`src/rtl/dsp_mac_wb.sv`:
```
// dsp_mac_wb: Wishbone-attached multiply-accumulate engine.
// Holds CHANNELS signed operand pairs (A_c, B_c) and accumulators (ACC_c).
// When started, it feeds every channel in turn through one shared two-stage
// multiplier. The mode can be multiply, multiply-accumulate or
// multiply-subtract, and the result can optionally saturate.
// Ports:
//   wb_clk_i, wb_rst_n_i        clock, asynchronous active-low reset
//   wb_CYC/STB/WE/SEL/ADR/DAT_MOSI  Wishbone classic slave inputs
//   wb_ACK, wb_DAT_MISO         single-cycle acknowledge, registered read data
//   irq_o                       completion level (STATUS.DONE)
//   dac_o                       top DW bits of ACC[DSEL], latched at run end
//   busy_o                      run in progress
module dsp_mac_wb #(
   parameter int CHANNELS = 4,
   parameter int DW       = 16,
   parameter int ACCW     = 40
) (
   input  logic          wb_clk_i,
   input  logic          wb_rst_n_i,
   input  logic          wb_CYC,
   input  logic          wb_STB,
   input  logic          wb_WE,
   input  logic [3:0]    wb_SEL,
   input  logic [31:0]   wb_ADR,
   input  logic [31:0]   wb_DAT_MOSI,
   output logic          wb_ACK,
   output logic [31:0]   wb_DAT_MISO,
   output logic          irq_o,
   output logic [DW-1:0] dac_o,
   output logic          busy_o
);

   // Storage is sized for the maximum channel count so a 3-bit channel index
   // always fits. Entries at or above CHANNELS are never written.
   localparam int NCH = 8;

   typedef enum logic [1:0] {S_IDLE, S_RUN, S_DRAIN} state_t;

   state_t                  state_q;
   logic [2:0]              idx_q;
   logic                    dcnt_q;
   logic                    busy_q, done_q;
   logic [DW-1:0]           dac_q;
   logic [1:0]              mode_q;
   logic                    sat_q;
   logic [2:0]              dsel_q;
   logic [NCH-1:0]          ovf_q;
   logic signed [DW-1:0]    a_q   [NCH];
   logic signed [DW-1:0]    b_q   [NCH];
   logic signed [ACCW-1:0]  acc_q [NCH];
   logic                    ack_q;
   logic [31:0]             rdat_q;

   logic                    vld_p1;
   logic [2:0]              ch_p1;
   logic signed [2*DW-1:0]  prod_p1;

   // ---------------- bus decode ----------------
   logic        req, wr;
   logic [5:0]  w, ab_off;
   logic        ab_hit, ab_isb, acc_hit, acc_hi;
   logic [2:0]  ab_ch, acc_ch;
   logic [31:0] rd_d;
   logic signed [63:0] acc_ext;
   logic        unused_bits;

   assign req     = wb_CYC & wb_STB & ~ack_q;
   assign wr      = req & wb_WE & (wb_SEL == 4'hF);
   assign w       = wb_ADR[7:2];
   assign ab_off  = w - 6'd4;
   assign ab_ch   = ab_off[3:1];
   assign ab_isb  = ab_off[0];
   assign ab_hit  = (w >= 6'd4) && (w < 6'd20) && ({1'b0, ab_ch} < 4'(CHANNELS));
   assign acc_ch  = w[3:1];
   assign acc_hi  = w[0];
   assign acc_hit = (w[5:4] == 2'b10) && ({1'b0, acc_ch} < 4'(CHANNELS));
   assign unused_bits = ^{wb_ADR[31:8], wb_ADR[1:0], wb_DAT_MOSI};

   always_comb begin
      rd_d    = '0;
      acc_ext = 64'(acc_q[acc_ch]);
      if (w == 6'd0)
         rd_d = {21'd0, dsel_q, 3'd0, sat_q, mode_q, 2'b00};
      else if (w == 6'd1)
         rd_d = {16'd0, ovf_q, 6'd0, done_q, busy_q};
      else if (ab_hit)
         rd_d = ab_isb ? 32'(b_q[ab_ch]) : 32'(a_q[ab_ch]);
      else if (acc_hit)
         rd_d = acc_hi ? acc_ext[63:32] : acc_ext[31:0];
   end

   // Acknowledge lasts one cycle; a held STB is re-sampled only once ACK is low.
   always_ff @(posedge wb_clk_i or negedge wb_rst_n_i) begin
      if (!wb_rst_n_i) begin
         ack_q  <= 1'b0;
         rdat_q <= '0;
      end else begin
         ack_q <= req;
         if (req && !wb_WE) rdat_q <= rd_d;
      end
   end

   // ---------------- stage 1: multiply ----------------
   logic signed [2*DW-1:0] a_ext_p0, b_ext_p0;
   assign a_ext_p0 = (2*DW)'(a_q[idx_q]);
   assign b_ext_p0 = (2*DW)'(b_q[idx_q]);

   always_ff @(posedge wb_clk_i) begin
      prod_p1 <= a_ext_p0 * b_ext_p0;
      ch_p1   <= idx_q;
   end

   // ---------------- stage 2: accumulate ----------------
   // One guard bit makes any out-of-range result visible as a mismatch
   // between the two top bits.
   function automatic logic signed [ACCW-1:0] sat_fn(input logic signed [ACCW:0] r,
                                                    input logic sat);
      logic signed [ACCW-1:0] mx, mn;
      mx = {1'b0, {(ACCW-1){1'b1}}};
      mn = {1'b1, {(ACCW-1){1'b0}}};
      if (sat && (r[ACCW] != r[ACCW-1])) return r[ACCW] ? mn : mx;
      return r[ACCW-1:0];
   endfunction

   logic signed [ACCW:0]   p_ext_p2, a_cur_p2, res_p2;
   logic signed [ACCW-1:0] acc_new_p2;
   logic                   ovf_p2;
   logic [DW-1:0]          dac_sel;

   always_comb begin
      p_ext_p2 = (ACCW+1)'(prod_p1);
      a_cur_p2 = (ACCW+1)'(acc_q[ch_p1]);
      case (mode_q)
         2'b01:   res_p2 = a_cur_p2 + p_ext_p2;
         2'b10:   res_p2 = a_cur_p2 - p_ext_p2;
         default: res_p2 = p_ext_p2;
      endcase
   end

   assign ovf_p2     = res_p2[ACCW] ^ res_p2[ACCW-1];
   assign acc_new_p2 = sat_fn(res_p2, sat_q);
   assign dac_sel    = ({1'b0, dsel_q} < 4'(CHANNELS)) ? acc_q[dsel_q][ACCW-1 -: DW] : '0;

   // ---------------- control FSM and register file ----------------
   always_ff @(posedge wb_clk_i or negedge wb_rst_n_i) begin
      if (!wb_rst_n_i) begin
         state_q <= S_IDLE;
         idx_q   <= '0;
         dcnt_q  <= 1'b0;
         busy_q  <= 1'b0;
         done_q  <= 1'b0;
         dac_q   <= '0;
         mode_q  <= '0;
         sat_q   <= 1'b0;
         dsel_q  <= '0;
         ovf_q   <= '0;
         vld_p1  <= 1'b0;
         for (int i = 0; i < NCH; i++) begin
            a_q[i]   <= '0;
            b_q[i]   <= '0;
            acc_q[i] <= '0;
         end
      end else begin
         vld_p1 <= (state_q == S_RUN);
         if (vld_p1) begin
            acc_q[ch_p1] <= acc_new_p2;
            if (ovf_p2) ovf_q[ch_p1] <= 1'b1;
         end
         // DONE clear is honoured even mid-run; a completing run sets it below.
         if (wr && (w == 6'd1) && wb_DAT_MOSI[1]) done_q <= 1'b0;

         case (state_q)
            S_IDLE: begin
               if (wr && (w == 6'd0)) begin
                  mode_q <= wb_DAT_MOSI[3:2];
                  sat_q  <= wb_DAT_MOSI[4];
                  dsel_q <= wb_DAT_MOSI[10:8];
                  if (wb_DAT_MOSI[1]) begin
                     ovf_q <= '0;
                     for (int i = 0; i < NCH; i++) acc_q[i] <= '0;
                  end
                  if (wb_DAT_MOSI[0]) begin
                     state_q <= S_RUN;
                     idx_q   <= '0;
                     busy_q  <= 1'b1;
                     done_q  <= 1'b0;
                  end
               end else if (wr && ab_hit) begin
                  if (ab_isb) b_q[ab_ch] <= wb_DAT_MOSI[DW-1:0];
                  else        a_q[ab_ch] <= wb_DAT_MOSI[DW-1:0];
               end
            end
            S_RUN: begin
               if (idx_q == 3'(CHANNELS-1)) begin
                  state_q <= S_DRAIN;
                  dcnt_q  <= 1'b0;
               end else begin
                  idx_q <= idx_q + 3'd1;
               end
            end
            S_DRAIN: begin
               // The last channel lands in ACC during the first drain cycle,
               // so ACC[DSEL] is final when the second one ends.
               dcnt_q <= 1'b1;
               if (dcnt_q) begin
                  state_q <= S_IDLE;
                  busy_q  <= 1'b0;
                  done_q  <= 1'b1;
                  dac_q   <= dac_sel;
               end
            end
            default: state_q <= S_IDLE;
         endcase
      end
   end

   assign wb_ACK      = ack_q;
   assign wb_DAT_MISO = rdat_q;
   assign irq_o       = done_q;
   assign busy_o      = busy_q;
   assign dac_o       = dac_q;

endmodule

```
`config.mk`:
```
export PLATFORM = sky130hd
export DESIGN_NAME = dsp_mac_wb
export DESIGN_NICKNAME = d
export VERILOG_FILES = /design/src/rtl/dsp_mac_wb.sv
export SDC_FILE = /design/constraint.sdc
export NUM_CORES = 2
export LEC_CHECK = 0
export ABC_CLOCK_PERIOD_IN_PS = 10800
export BUFFER_PORTS_ARGS = -buffer_cell sky130_fd_sc_hd__buf_2
export CORE_MARGIN = 2
export CORE_UTILIZATION = 50
export DETAILED_ROUTE_END_ITERATION = 8
export PLACE_DENSITY = 0.72
export SYNTH_ARGS = -nofsm -noshare
export SYNTH_HDL_FRONTEND = slang
export SYNTH_SLANG_ARGS = --single-unit
```
`constraint.sdc`:
```
create_clock -name wb_clk_i -period 10.8 [get_ports wb_clk_i]
set_input_delay 2.16 -clock wb_clk_i [delete_from_list [all_inputs] [get_ports wb_clk_i]]
set_output_delay 2.16 -clock wb_clk_i [all_outputs]
set_load 0.05 [all_outputs]
```
# Word level (Yosys, flattened, before mapping)
# Index checks and enable logic that the tools add are counted.
[totals]
ff_bits = 683
wordCells = 183
[classes]
addsub = 4
mul = 1
n_lt_le_gt_ge = 14
n_eq_ne = 14
muxes = 71
bitwise_logic = 14
n_reduce_logical = 26
[op_table]
columns = ["operator", "n"]
rows = [
  ["320-bit 2-to-1 mux", 4],
  ["40-bit 2-to-1 mux", 10],
  ["40-bit binary-select mux with 3-bit select", 3],
  ["320-bit bitwise mux", 1],
  ["128-bit bitwise mux", 2],
  ["16-bit binary-select mux with 3-bit select", 4],
  ["32-bit 2-to-1 mux", 6],
  ["16-bit 2-to-1 mux", 10],
  ["40-bit demux with 3-bit select", 1],
  ["41-bit one-hot mux with 2 select lines", 1],
  ["16-bit demux with 3-bit select", 1],
  ["40-bit by 32-bit adder with 41-bit output", 1],
  ["40-bit by 32-bit subtractor with 41-bit output", 1],
  ["8-bit 2-to-1 mux", 5],
  ["16-bit by 16-bit multiplier with 32-bit output", 1],
  ["4-bit >= comparator (second input constant)", 5],
  ["3-bit inverter with 4-bit output", 5],
  ["4-bit AND reduction", 5],
  ["1-bit logical AND", 12],
  ["1-bit 2-to-1 mux", 10],
  ["3-bit less-than comparator (second input constant)", 3],
  ["3-bit 2-to-1 mux", 3],
  ["4-bit by 1-bit less-than comparator with 1-bit output (second input constant)", 2],
  ["2-bit 2-to-1 mux", 4],
  ["other kinds (27)", 44],
]

# Longest topological paths before layout
[logic_depth]
depth_word = 15
ltp_mapped = 30

# Least setup slack after synthesis
# No wires, ideal clock.
[synth_path]
path_kind = "register to register"
from = "reg idx_q[0]"
to = "reg prod_p1[31]"
arrival_ps = 7724
required_ps = 10728
path_slack_ps = 3003
path_stages_with_launch = 27
path_buffers = 3
period_less_slack_ps = 7797
path_cell_list = "dfrtp_1 > buf_2 > buf_1 > mux4_2 > mux2i_1 > clkbuf_1 > nor2_1 > fa_1 > inv_1 > fa_1 > fa_1 > inv_1 > fa_1 > fa_1 > inv_1 > fa_1 > inv_1 > ha_1 > a21o_1 > a21oi_1 > nor2_1 > a311o_1 > a21o_1 > a2111oi_0 > o31ai_1 > a21oi_1 > xnor2_1"
[synth_via]
elab_chain_cells = 5
elab_cells_between_ends = 8
classes_between = "1 x mul; 6 x mux; 1 x bitwise"
[synth_rtl]
columns = ["element", "line", "source"]
rows = [
  ["start, declared", "40", "logic [2:0] idx_q;"],
  ["start signal, assigned", "198", "idx_q <= idx_q + 3'd1;"],
  ["3-bit inverter with 4-bit output (not written as such) *", "105, 106", ""],
  ["16-bit binary-select mux with 3-bit select, on equally long branches", "105, 106", ""],
  ["16-bit 2-to-1 mux, on equally long branches (2 in series)", "105, 106", ""],
  ["16-bit by 16-bit multiplier with 32-bit output *", "109", "prod_p1 <= a_ext_p0 * b_ext_p0;"],
  ["end signal, assigned", "109", ""],
  ["end, declared", "56", "logic signed [2*DW-1:0] prod_p1;"],
]
# Every way passes the cells marked *; elsewhere a longest branch is shown, timed or not. The select of a mux whose other input is x is not followed.
# A chain may end at the register's enable or synchronous reset.

# Worst setup path after layout
[layout_path]
from = "reg idx_q[0]"
to = "reg prod_p1[30]"
# The elaborated chain is that of the path after synthesis.

==> flow_summary_export.csv <==
group,metric,value,unit
worst_hold_path,timing.hold.worst_path_depth,2,
routing,route.met2.wl,59300,um
grt,grt_pass1_wl,204000,um
sta,slew_headroom,11.7,%
logic_synthesis,synthTopCellsByArea,"dfrtp_1 (36%), fa_1 (12%), mux4_2 (7.6%), mux2_2 (6.8%), a21oi_1 (4.5%)",
logic_synthesis,ys.warnings.count,0,
job,drv_cap,0,
sta,setup_viol,0,
floorplanning,die_y,304,um
clocking,clock-sinks,683,
sta,worst_pin_slew,1.32,ns
sta,min_period,8.70,ns
logic_synthesis,yosysSeqAreaShare,37.5,%
logic_synthesis,synth_seq_cells,683,
critical_path,crit_fanout,45,
placed_design,gp_congestion,0.941,
worst_hold_path,min_from,"ovf_q[2]",
routing,antenna_left,0,
routing,route.met3.wl,14200,um
sta,finalSetupTns,0,ns
floorplanning,rows,110,
floorplanning,coreArea,89700,um2
critical_path,endpoint_kind,"register",
logic_synthesis,synth_area,45100,um2
routing,drt_wl_total,132000,um
clocking,h-tree-depth,3,
clocking,cts_buffers,74,
placed_design,portBuffers,81,
routing,routed-via-count,34899,
critical_path,cpPeakStageDelay,1.05,ns
power,ir_drop,161,uV
logic_synthesis,synthCells,4310,
grt,grt_use_total,28.4,%
layout,area.growth.synth_to_final,8.45,%
clocking,clock-root-buffer,"clkbuf_16",
sta,finClkSkew,0.0241,ns
sta,period_share,80.5,%
sta,slew_viol_final,0,
logic_synthesis,synth-edff-count,0,
critical_path,criticalPathCategory,"register to register",
clocking,cts_resized,0,
critical_path,cp-start-kind,"register",
routing,drt-pass1-iter-count,6,
logic_synthesis,synth_area_per_cell,10.5,um2
sta,finalHoldViolCount,0,
logic_synthesis,yosys.area.top_type,"dfrtp_1",
layout,drive_gt1_share,17.7,%
floorplanning,num_io_pins,124,
routing,wire_per_inst,24.2,um
layout,fin_nets,4690,
logic_synthesis,syn-num-nets,4778,
grt,grt_pass1_vias,34475,
logic_synthesis,synth_cell_type_count,82,
routing,highest-signal-layer,"met5",
clocking,cts_hold_buf,0,
critical_path,crit_buf_inv,5,
sta,rsz0062_at_grt,"false",
critical_path,crit_path_frequent_cell,"fa_1",
critical_path,worstPathRequired,11.31,ns
clocking,clk_path_buf_depth,3,
power,power.density,119,nW/um2
clocking,cts_setup_buffers,0,
clocking,clk_latency,0.64,ns
floorplanning,start_util,50.3,%
floorplanning,die_w,304,um
routing,wl_met1,53700,um
floorplanning,die_area,92600,um2
outcome,outcome,"finished clean",
sta,timing.final.ws_setup,2.10,ns
layout,final_cell_area,48900,um2
critical_path,cp.arrival,9.20,ns
layout,antennaDiodeCount,0,
critical_path,timing.rr.end,"prod_p1[30]",
placed_design,post-place-ws,2.16,ns
critical_path,ff2ff_path_depth,25,
critical_path,crit_family,"adder cells",
critical_path,cp_slowest_cell,"dfrtp_4",
critical_path,rr_startpoint,"idx_q[0]",
worst_hold_path,hold_path.class,"register to register",
critical_path,r2r_setup_slack,2.10,ns
layout,utilization,54.5,%
placed_design,dp_hpwl,87400,um
grt,grt_overflow_total,0,
sta,fmax,0.115,GHz
logic_synthesis,synthDominantCellAreaShare,36.0,%
logic_synthesis,async_reset_ff_share,94.9,%
clocking,cts_tree,"yes",
grt,antenna_found_initial,1,
routing,viasPerCell,6.39,
worst_hold_path,hold_end,"ovf_q[2]",
routing,drt_iter0_drc,4033,
logic_synthesis,synth_ff_type,"dfrtp_1",
grt,grt_max_degree,257,
clocking,path_clk_slew,0.06,ns
placed_design,placed_area,46300,um2
power,leakagePower,23.4,nW
routing,drcViolationCount,0,
[cell type report]
| class | instances | area [um2] |
|---|---|---|
| Multi-Input combinational cell | 2992 | 25800 |
| Inverter | 337 | 1260 |
| Tap cell | 1176 | 1470 |
| Fill cell | 7666 | 40800 |
| Sequential cell | 683 | 16900 |
| Clock buffer | 111 | 2250 |
| Clock inverter | 25 | 325 |
| Timing Repair Buffer | 134 | 856 |
[kinds of logic (layout without fill, tap and decap cells)]
family | Yosys count | count (layout) | share of synthesized area, %
AOI/OAI and AO/OA | 1188 | 1188 | 16.2
xor gates and xnor gates | 101 | 101 | 1.98
adders and majority gates | 395 | 395 | 15.3
buffers and inverters | 635 | 607 | 5.39
DFF | 683 | 683 | 37.5
muxes | 468 | 468 | 15.4
and+or+nand+nor | 840 | 840 | 8.22
[sequential cells by signal (all words and copies together), names as in the netlist, 2 cells and up]
| name | flops |
|---|---|
| acc_q | 320 |
| a_q | 128 |
| b_q | 128 |
| prod_p1 | 32 |
| wb_DAT_MISO | 32 |
| dac_o | 16 |
| ovf_q | 8 |
| ch_p1 | 3 |
| dsel_q | 3 |
| idx_q | 3 |
| mode_q | 2 |
| state_q | 2 |
[placed cells by master (no fill, tap or decap), types with 17 or more instances in the layout]
cell type / count
a21o_1: 28
a21oi_1: 407
a21oi_4: 32
a22o_1: 44
a22oi_1: 69
and2_1: 24
buf_2: 78
buf_4: 52
clkbuf_16: 78
clkbuf_8: 17
dfrtp_1: 646
dfxtp_1: 34
fa_1: 263
ha_1: 131
inv_1: 334
mux2_2: 271
mux2i_1: 44
mux4_2: 153
nand2_1: 323
nand2b_1: 17
nand3_1: 67
nand4_1: 24
nor2_1: 248
nor3_1: 46
o21ai_0: 405
o22ai_1: 50
o31ai_1: 21
xnor2_1: 77
xor2_1: 23
[report_power, final]
group          internal [mW]  leakage, nW  total, mW  switching (mW)
Clock                   1.61         1.27       2.69            1.09
Combinational          0.150         12.9      0.522           0.372
Sequential              2.57         9.26       2.58         0.00985
[worst register-to-register path, cell delays in order (launching register included)]
cell and delay [ns]:
dfrtp_4 1.05, buf_4 0.37, mux4_2 0.58, nand2_1 0.18, and2_1 0.46, nor2_1 0.13, fa_1 0.56, inv_1 0.06
fa_1 0.52, fa_1 0.51, inv_1 0.05, fa_1 0.50, fa_1 0.51, inv_1 0.05, fa_1 0.49, inv_1 0.05
ha_1 0.36, and3_1 0.28, nand3_1 0.13, nor4_1 0.51, nor3_1 0.19, nor2_1 0.22, a22oi_1 0.12, a21boi_0 0.25
o21ai_0 0.14, o311ai_0 0.31
[per-layer routing]
layer  track usage (%)  vias up
met5                 0        -
met4              10.8        2
met3              7.24      318
met2              42.8     1942
met1              39.8    17629
li1                  -    15008
[how the worst max path moves through the flow]
stage          cells after the start           to  slack (ns)      from
6_report                          25  prod_p1[30]        2.10  idx_q[0]
4_1_cts                           25  prod_p1[30]        2.08  idx_q[0]
3_3_place_gp                      25  prod_p1[30]        2.18  idx_q[0]
3_5_place_dp                      25  prod_p1[30]        2.16  idx_q[0]
5_1_grt                           25  prod_p1[30]        1.40  idx_q[0]
2_1_floorplan                     26  prod_p1[31]        3.00  idx_q[0]
[cells in the mapped netlist, types with 8 or more instances]
cell / instances
a22oi_1: 69
a221oi_1: 14
xor2_1: 23
ha_1: 132
a21oi_4: 32
a211oi_1: 9
and3_1: 18
nand3_1: 67
a31oi_1: 13
nor2_1: 251
a22o_1: 44
o21a_1: 11
o21bai_1: 10
nor4_1: 10
dfrtp_1: 648
mux4_2: 153
inv_1: 334
o22ai_1: 50
clkbuf_1: 253
dfxtp_1: 35
o21ai_0: 406
a21oi_1: 407
mux2_2: 271
a211o_1: 8
nand2b_1: 17
buf_1: 30
a32o_1: 9
nor3_1: 49
nand2_1: 324
a21o_1: 28
o31ai_1: 21
buf_2: 8
mux2i_1: 44
xnor2_1: 77
or2_2: 12
o22a_1: 8
fa_1: 263
o221ai_1: 10
nand4_1: 24
or3_1: 12
and2_1: 30
[through the flow]
stage,hold WS (ns),instances,total power [mW]
2_1_floorplan,0.345,4310,2.95
3_3_place_gp,0.462,5322,3.14
3_5_place_dp,0.470,5322,3.14
4_1_cts,0.488,5458,5.80
5_1_grt,0.501,5458,5.96
6_report,0.490,5458,5.80
(Power assumes the default switching activity.)
